==> config.mk <==
export PLATFORM = sky130hd
export DESIGN_NAME = sqrt_unit_scheduler_flat
export DESIGN_NICKNAME = d
export VERILOG_FILES = /design/src/rtl/sqrt_unit_scheduler_if.sv /design/src/rtl/sqrt_unit_scheduler.sv /design/src/flat_wrapper.sv
export SDC_FILE = /design/constraint.sdc
export NUM_CORES = 1
export LEC_CHECK = 0
export ABC_AREA = 1
export BUFFER_PORTS_ARGS = -buffer_cell sky130_fd_sc_hd__buf_2
export CORE_AREA = 2 2 143 145
export CTS_CLUSTER_DIAMETER = 40
export DETAILED_ROUTE_END_ITERATION = 16
export DIE_AREA = 0 0 145 147
export SETUP_SLACK_MARGIN = 0.1
export SLEW_MARGIN = 20
export SYNTH_ARGS = -nofsm -noshare
export SYNTH_HDL_FRONTEND = slang
export SYNTH_SLANG_ARGS = --single-unit
export TNS_END_PERCENT = 100
==> constraint.sdc <==
create_clock -name clk_i -period 11.3 [get_ports clk_i]
set_clock_uncertainty 0.15 [all_clocks]
set_input_delay 2.26 -clock clk_i [delete_from_list [all_inputs] [get_ports clk_i]]
set_output_delay 2.26 -clock clk_i [all_outputs]
set_load 0.005 [all_outputs]
==> src/rtl/sqrt_unit_scheduler_if.sv <==
// Requester-side bundle for the shared square-root scheduler: request/grant and response/accept.
// Latency: none, wires only; grant is combinational and the response is registered inside the scheduler.
// Backpressure: req_ready_o grants one requester per op; rsp_valid_o holds until rsp_ready_i of the winner.
interface sqrt_unit_scheduler_if #(
    parameter int DATA_WIDTH = 48,
    parameter int NUM_REQ    = 2
);
    logic [NUM_REQ-1:0]            req_valid_i;
    logic [NUM_REQ*DATA_WIDTH-1:0] req_radicand_i;
    logic [NUM_REQ-1:0]            req_ready_o;
    logic [NUM_REQ-1:0]            rsp_valid_o;
    logic [NUM_REQ-1:0]            rsp_ready_i;
    logic [DATA_WIDTH/2-1:0]       rsp_root_o;
    logic [DATA_WIDTH/2:0]         rsp_remainder_o;

    // Requesters drive requests and accept responses.
    modport master (
        output req_valid_i, req_radicand_i, rsp_ready_i,
        input  req_ready_o, rsp_valid_o, rsp_root_o, rsp_remainder_o
    );

    // The scheduler grants requests and presents responses.
    modport slave (
        input  req_valid_i, req_radicand_i, rsp_ready_i,
        output req_ready_o, rsp_valid_o, rsp_root_o, rsp_remainder_o
    );
endinterface

==> src/rtl/sqrt_unit_scheduler.sv <==
// Shares one iterative sqrt unit among NUM_REQ requesters, round-robin, one op in flight; watchdog + flush.
// Latency: grant in the request cycle; response one cycle after the unit's valid pulse.
// Backpressure: no grant outside IDLE; response held in RESP until the winner's rsp_ready_i.
module sqrt_unit_scheduler #(
    parameter int DATA_WIDTH = 48,
    parameter int NUM_REQ    = 2,
    parameter int TIMEOUT    = DATA_WIDTH/2 + 8
) (
    input  logic                    clk_i,
    input  logic                    rst_i,
    input  logic                    flush_i,
    input  logic                    stall_i,
    sqrt_unit_scheduler_if.slave    req_if,
    output logic                    timeout_o,
    output logic                    sqrt_rst_n_o,
    output logic                    sqrt_clk_en_o,
    output logic [DATA_WIDTH-1:0]   sqrt_radicand_o,
    input  logic [DATA_WIDTH/2-1:0] sqrt_root_i,
    input  logic [DATA_WIDTH/2:0]   sqrt_remainder_i,
    input  logic                    sqrt_valid_i
);
    localparam int IDX_W = $clog2(NUM_REQ);
    localparam int WD_W  = $clog2(TIMEOUT + 1);
    localparam logic [IDX_W-1:0] IDX_LAST = IDX_W'(NUM_REQ - 1);
    localparam logic [WD_W-1:0]  WD_LAST  = WD_W'(TIMEOUT - 1);

    typedef enum logic [1:0] {IDLE, BUSY, RESP} state_t;

    state_t                  state_q;
    logic [IDX_W-1:0]        rr_q;
    logic [IDX_W-1:0]        win_q;
    logic [WD_W-1:0]         wd_q;
    logic [NUM_REQ-1:0]      rsp_valid_q;
    logic [DATA_WIDTH/2-1:0] root_q;
    logic [DATA_WIDTH/2:0]   rem_q;
    logic                    timeout_q;
    logic                    sqrt_rst_n_q;
    logic [DATA_WIDTH-1:0]   radicand_q;

    logic                    grant_vld;
    logic [IDX_W-1:0]        grant_idx;
    logic [IDX_W-1:0]        cand;
    logic [NUM_REQ-1:0]      ready_c;
    logic [DATA_WIDTH-1:0]   rad_arr [NUM_REQ];

    for (genvar g = 0; g < NUM_REQ; g++) begin : g_unpack
        assign rad_arr[g] = req_if.req_radicand_i[g*DATA_WIDTH +: DATA_WIDTH];
    end

    // Round-robin pick: scan from the farthest offset back so the nearest valid requester at/after rr wins.
    always_comb begin
        grant_vld = 1'b0;
        grant_idx = '0;
        cand      = '0;
        for (int off = NUM_REQ - 1; off >= 0; off--) begin
            cand = IDX_W'((int'(rr_q) + off) % NUM_REQ);
            if (req_if.req_valid_i[cand]) begin
                grant_vld = 1'b1;
                grant_idx = cand;
            end
        end
    end

    // Grant is only offered in IDLE and is suppressed by a flush in the same cycle.
    always_comb begin
        ready_c = '0;
        if (state_q == IDLE && grant_vld && !flush_i) begin
            ready_c[grant_idx] = 1'b1;
        end
    end

    // Scheduler FSM: launch the unit on grant, wait for valid/flush/watchdog, then hold the response.
    always_ff @(posedge clk_i or posedge rst_i) begin
        if (rst_i) begin
            state_q      <= IDLE;
            rr_q         <= '0;
            win_q        <= '0;
            wd_q         <= '0;
            rsp_valid_q  <= '0;
            root_q       <= '0;
            rem_q        <= '0;
            timeout_q    <= 1'b0;
            sqrt_rst_n_q <= 1'b0;
            radicand_q   <= '0;
        end else begin
            timeout_q <= 1'b0;
            case (state_q)
                IDLE: begin
                    if (grant_vld && !flush_i) begin
                        radicand_q   <= rad_arr[grant_idx];
                        win_q        <= grant_idx;
                        sqrt_rst_n_q <= 1'b1;
                        wd_q         <= '0;
                        rr_q         <= (grant_idx == IDX_LAST) ? '0 : grant_idx + 1'b1;
                        state_q      <= BUSY;
                    end
                end
                BUSY: begin
                    // Flush beats both a same-cycle result and a watchdog expiry.
                    if (flush_i) begin
                        sqrt_rst_n_q <= 1'b0;
                        state_q      <= IDLE;
                    end else if (!stall_i) begin
                        wd_q <= wd_q + 1'b1;
                        if (sqrt_valid_i) begin
                            root_q              <= sqrt_root_i;
                            rem_q               <= sqrt_remainder_i;
                            sqrt_rst_n_q        <= 1'b0;
                            rsp_valid_q[win_q]  <= 1'b1;
                            state_q             <= RESP;
                        end else if (wd_q == WD_LAST) begin
                            timeout_q    <= 1'b1;
                            sqrt_rst_n_q <= 1'b0;
                            state_q      <= IDLE;
                        end
                    end
                end
                RESP: begin
                    if (flush_i || req_if.rsp_ready_i[win_q]) begin
                        rsp_valid_q <= '0;
                        state_q     <= IDLE;
                    end
                end
                default: state_q <= IDLE;
            endcase
        end
    end

    assign req_if.req_ready_o     = ready_c;
    assign req_if.rsp_valid_o     = rsp_valid_q;
    assign req_if.rsp_root_o      = root_q;
    assign req_if.rsp_remainder_o = rem_q;
    assign timeout_o              = timeout_q;
    assign sqrt_rst_n_o           = sqrt_rst_n_q;
    assign sqrt_clk_en_o          = ~stall_i;
    assign sqrt_radicand_o        = radicand_q;
endmodule

==> src/flat_wrapper.sv <==
// flat-port wrapper written by rule: the top's interface ports become plain ports
module sqrt_unit_scheduler_flat 
#(
    parameter int DATA_WIDTH = 48,
    parameter int NUM_REQ    = 2,
    parameter int TIMEOUT    = DATA_WIDTH/2 + 8
)
  (clk_i, rst_i, flush_i, stall_i, timeout_o, sqrt_rst_n_o, sqrt_clk_en_o, sqrt_radicand_o, sqrt_root_i, sqrt_remainder_i, sqrt_valid_i, req_if_req_valid_i, req_if_req_radicand_i, req_if_rsp_ready_i, req_if_req_ready_o, req_if_rsp_valid_o, req_if_rsp_root_o, req_if_rsp_remainder_o);
  sqrt_unit_scheduler_if #(.DATA_WIDTH(DATA_WIDTH), .NUM_REQ(NUM_REQ)) req_if_i ();
  input  logic clk_i;
  input  logic rst_i;
  input  logic flush_i;
  input  logic stall_i;
  output logic timeout_o;
  output logic sqrt_rst_n_o;
  output logic sqrt_clk_en_o;
  output logic [DATA_WIDTH-1:0] sqrt_radicand_o;
  input  logic [DATA_WIDTH/2-1:0] sqrt_root_i;
  input  logic [DATA_WIDTH/2:0] sqrt_remainder_i;
  input  logic sqrt_valid_i;
  input wire logic [$bits(req_if_i.req_valid_i)-1:0] req_if_req_valid_i;
  input wire logic [$bits(req_if_i.req_radicand_i)-1:0] req_if_req_radicand_i;
  input wire logic [$bits(req_if_i.rsp_ready_i)-1:0] req_if_rsp_ready_i;
  output wire logic [$bits(req_if_i.req_ready_o)-1:0] req_if_req_ready_o;
  output wire logic [$bits(req_if_i.rsp_valid_o)-1:0] req_if_rsp_valid_o;
  output wire logic [$bits(req_if_i.rsp_root_o)-1:0] req_if_rsp_root_o;
  output wire logic [$bits(req_if_i.rsp_remainder_o)-1:0] req_if_rsp_remainder_o;
  assign req_if_i.req_valid_i = req_if_req_valid_i;
  assign req_if_i.req_radicand_i = req_if_req_radicand_i;
  assign req_if_i.rsp_ready_i = req_if_rsp_ready_i;
  assign req_if_req_ready_o = req_if_i.req_ready_o;
  assign req_if_rsp_valid_o = req_if_i.rsp_valid_o;
  assign req_if_rsp_root_o = req_if_i.rsp_root_o;
  assign req_if_rsp_remainder_o = req_if_i.rsp_remainder_o;
  sqrt_unit_scheduler #(.DATA_WIDTH(DATA_WIDTH), .NUM_REQ(NUM_REQ), .TIMEOUT(TIMEOUT)) u_core (.clk_i(clk_i), .rst_i(rst_i), .flush_i(flush_i), .stall_i(stall_i), .req_if(req_if_i), .timeout_o(timeout_o), .sqrt_rst_n_o(sqrt_rst_n_o), .sqrt_clk_en_o(sqrt_clk_en_o), .sqrt_radicand_o(sqrt_radicand_o), .sqrt_root_i(sqrt_root_i), .sqrt_remainder_i(sqrt_remainder_i), .sqrt_valid_i(sqrt_valid_i));
endmodule
==> run summary <==
Clock power frac -> 25.2%
Clock buffer depth -> 2
I/O Pins -> 258
Sink Count -> 111
Ant. Diodes -> 0
# rows -> 52
Worst path cell trace -> buf_2 -> inv_1 -> nand2_1 -> nand3_2 -> buf_4 -> nor2_4 -> buf_2
CP Class -> in2out
Hold Path Class -> reg2reg
CP max FO -> 45
Drc violations -> 0
CP required -> 8890 ps
Cell Count, Final, Fillers Out -> 1,077
Hold_buf cts -> 0
Crit path top cell by count -> buf_2
Post-DR wirelength/cell -> 11.9 µm
Sw frac -> 31.4%
Outcome -> finished, final reports clean
CP peak stage delay -> 390 ps
TritonCTS buffer count -> 9
Final hold slack -> 332 ps
Area contributors post-synth -> dfrtp_1 (59%), nand2_1 (17%), nand3_1 (5.9%), inv_1 (5.1%), o21ai_0 (2.9%)
RSZ-0062 raised after global routing -> false
Share of cells above drive strength 1 -> 35.2%
Critical Path End Type -> output pin
Top-area cell type share of the netlist area -> 59.2%
Drt first pass iters -> 4
Clock-pin slew on the worst setup and hold paths -> 80 ps
Synthesized area -> 4690 µm²
Syn Inst Count -> 556
CP bufs+invs -> 4
# setup viols final -> 0
Sw power -> 0.000392 W
Syn_nets -> 711
Largest net degree at the start of global routing -> 102
CTS tree -> done
Rel. slew slack -> 39.6%
Period Utilization, post-route -> 54.5%
Htree depth -> 3
Most frequent cells in the layout -> buf_2 (257), nand2_1 (216), dfrtp_1 (111)
Vias -> 4,363
Synth Warn # -> 0
Final count of pins violating max slew -> 0
Area of the multi-input gates -> 1530 µm²
Pwr dens -> 191 nW/µm²
Crit-path leading delay family -> simple AND/OR/NAND/NOR gates
Slew @ Worst Pin -> 906 ps
Synthesized area per cell -> 8.43 µm²
Remaining antenna violation count -> 0
Area grow syn2layout -> 39.3%
Clock Tree Root -> clkbuf_16
DIE WIDTH -> 145 µm
Seq/Total Area, Yosys -> 59.2%
Total global-route track usage -> 12.2%
Initial Utilization -> 23.6%
Initial antenna violation count -> 0
Sequential share of power -> 47.3%
First-pass GRT wire length -> 21.2 mm
Post-layout min period -> 6160 ps
VDD IR-drop max -> 0.0000602 V
WL final -> 12.8 mm
Clk Latency, worst-skew pair -> 350 ps
Count of different cell masters after synthesis -> 20
Postcts setup bufs -> 0
Commonest non-fill, non-tap cell in the layout -> buf_2
Fill cell count -> 2,111
Leading area contributor after synthesis -> dfrtp_1
CP Data Arrival Time -> 3750 ps
# placed instances -> 1,059
P_int -> 0.000857 W
Slowest-stage cell, CP -> buf_4
Port Buffer Count -> 257
Logic pwr share -> 27.6%
CP startpoint kind -> input port
DR iter-0 viols -> 179
Vias/cell -> 4.05
Leak -> 3.70 nW
Total grt overflow -> 0
GPL Wtd Cong -> 0.839
Max Freq -> 162 MHz
Post-route cell area -> 6530 µm²
# nets final -> 957
Area of the die -> 21,300 µm²
Post-detail-place hpwl -> 9.33 mm
Fin. Hold Viols -> 0
Sequential Area -> 2780 µm²
Post-cts sizing count -> 0
Max-cap violations -> 0
Area of the core -> 19,800 µm²
Number of synthesized register bits -> 111
Die H -> 147 µm
Setup Total Neg Slack -> 0 ps
Placed inst area -> 6200 µm²
Number of global-route vias before repair -> 4,322
-- kinds of logic (layout without fill, tap and decap cells) --
group / Yosys count / count (layout) / share of synthesized area [%]
AO/OA/AOI/OAI: 60 / 60 / 6.46
buffers and inverters: 91 / 342 / 8.35
flip-flops: 111 / 111 / 59.2
AND/OR/NAND/NOR: 293 / 293 / 25.7
adder cells (fa/ha/maj): 1 / 1 / 0.267
-- cells in the mapped netlist --
master    number
nand2_1      216
dfrtp_1      111
inv_1         64
nand3_1       55
o21ai_0       27
o21ai_1       26
buf_2         20
nor2_1        12
a21oi_1        6
nor2_2         3
buf_4          2
buf_6          2
clkbuf_2       2
nand3_2        2
nand4_1        2
nor3_1         2
clkbuf_1       1
ha_1           1
nor2_4         1
o21bai_1       1
-- per-stage QoR --
| stage | setup slack, ps | total power [W] | util [%] |
|---|---|---|---|
| floorplan | 5960 | 0.000752 | - |
| global placement | 4530 | 0.000941 | 31.2 |
| detailed placement | 4510 | 0.000945 | 31.2 |
| CTS | 4510 | 0.00127 | 32.7 |
| global route | 4980 | 0.00135 | 32.9 |
| finish | 5140 | 0.00125 | 32.9 |
-- layer usage --
layer | up-vias | track usage [%] | share of wire, %
met2 | 172 | 18.9 | 45
met3 | 25 | 2.11 | 5.7
met1 | 1949 | 16.5 | 46
met5 | - | 0 | 0
li1 | 2217 | - | -
met4 | 0 | 6.14 | 2.9
-- power by group through the flow --
stage | Clock, W | Combinational, W | Sequential, W
after floorplan | 0 | 0.000145 | 0.000607
after global placement | 0 | 0.000345 | 0.000596
after global routing | 0.000344 | 0.000395 | 0.000609
final | 0.000314 | 0.000345 | 0.000590
after CTS | 0.000332 | 0.000349 | 0.000591
after detailed placement | 0 | 0.000350 | 0.000595
-- tightest hold or removal path, delay by kind of cell (launching register included) --
kind / cells / cell delay, ps
AOI/OAI and AO/OA: 1 / 50
DFF: 1 / 350
and+or+nand+nor: 1 / 50
-- state kept, by name (all words and copies together), names as in the netlist --
register / flops
u_core.sqrt_rst_n_o: 1
u_core.req_if.rsp_root_o: 24
u_core.req_if.rsp_remainder_o: 25
u_core.req_if.rsp_valid_o: 2
u_core.sqrt_radicand_o: 48
u_core.timeout_o: 1
u_core.rr_q: 1
u_core.win_q: 1
u_core.state_q: 2
u_core.wd_q: 6
-- layout make-up --
| class | instances | share of cell area, % |
|---|---|---|
| multi-input combinational | 354 | 23.4 |
| inverter | 64 | 3.72 |
| clock inverter | 4 | 0.575 |
| sequential | 111 | 42.5 |
| clock buffer | 12 | 3.93 |
| tap | 270 | 5.17 |
| timing repair buffer | 262 | 20.7 |
-- final timing paths --
kind / startpoint / end / slack, ps / cells after the start
min in group asynchronous: rst_i / u_core.sqrt_radicand_o[8] / 1850 / 2
worst max-delay path: req_if_req_valid_i[0] / req_if_req_ready_o[0] / 5140 / 7
max in group asynchronous: rst_i / u_core.req_if.rsp_root_o[22] / 7920 / 3
worst min-delay path: u_core.req_if.rsp_root_o[7] / u_core.req_if.rsp_root_o[7] / 330 / 2
worst min register to register: u_core.req_if.rsp_root_o[7] / u_core.req_if.rsp_root_o[7] / 330 / 2
worst max register to register: u_core.state_q[1] / u_core.sqrt_radicand_o[46] / 9030 / 7
No activity file was read; power rests on OpenSTA's default activity.
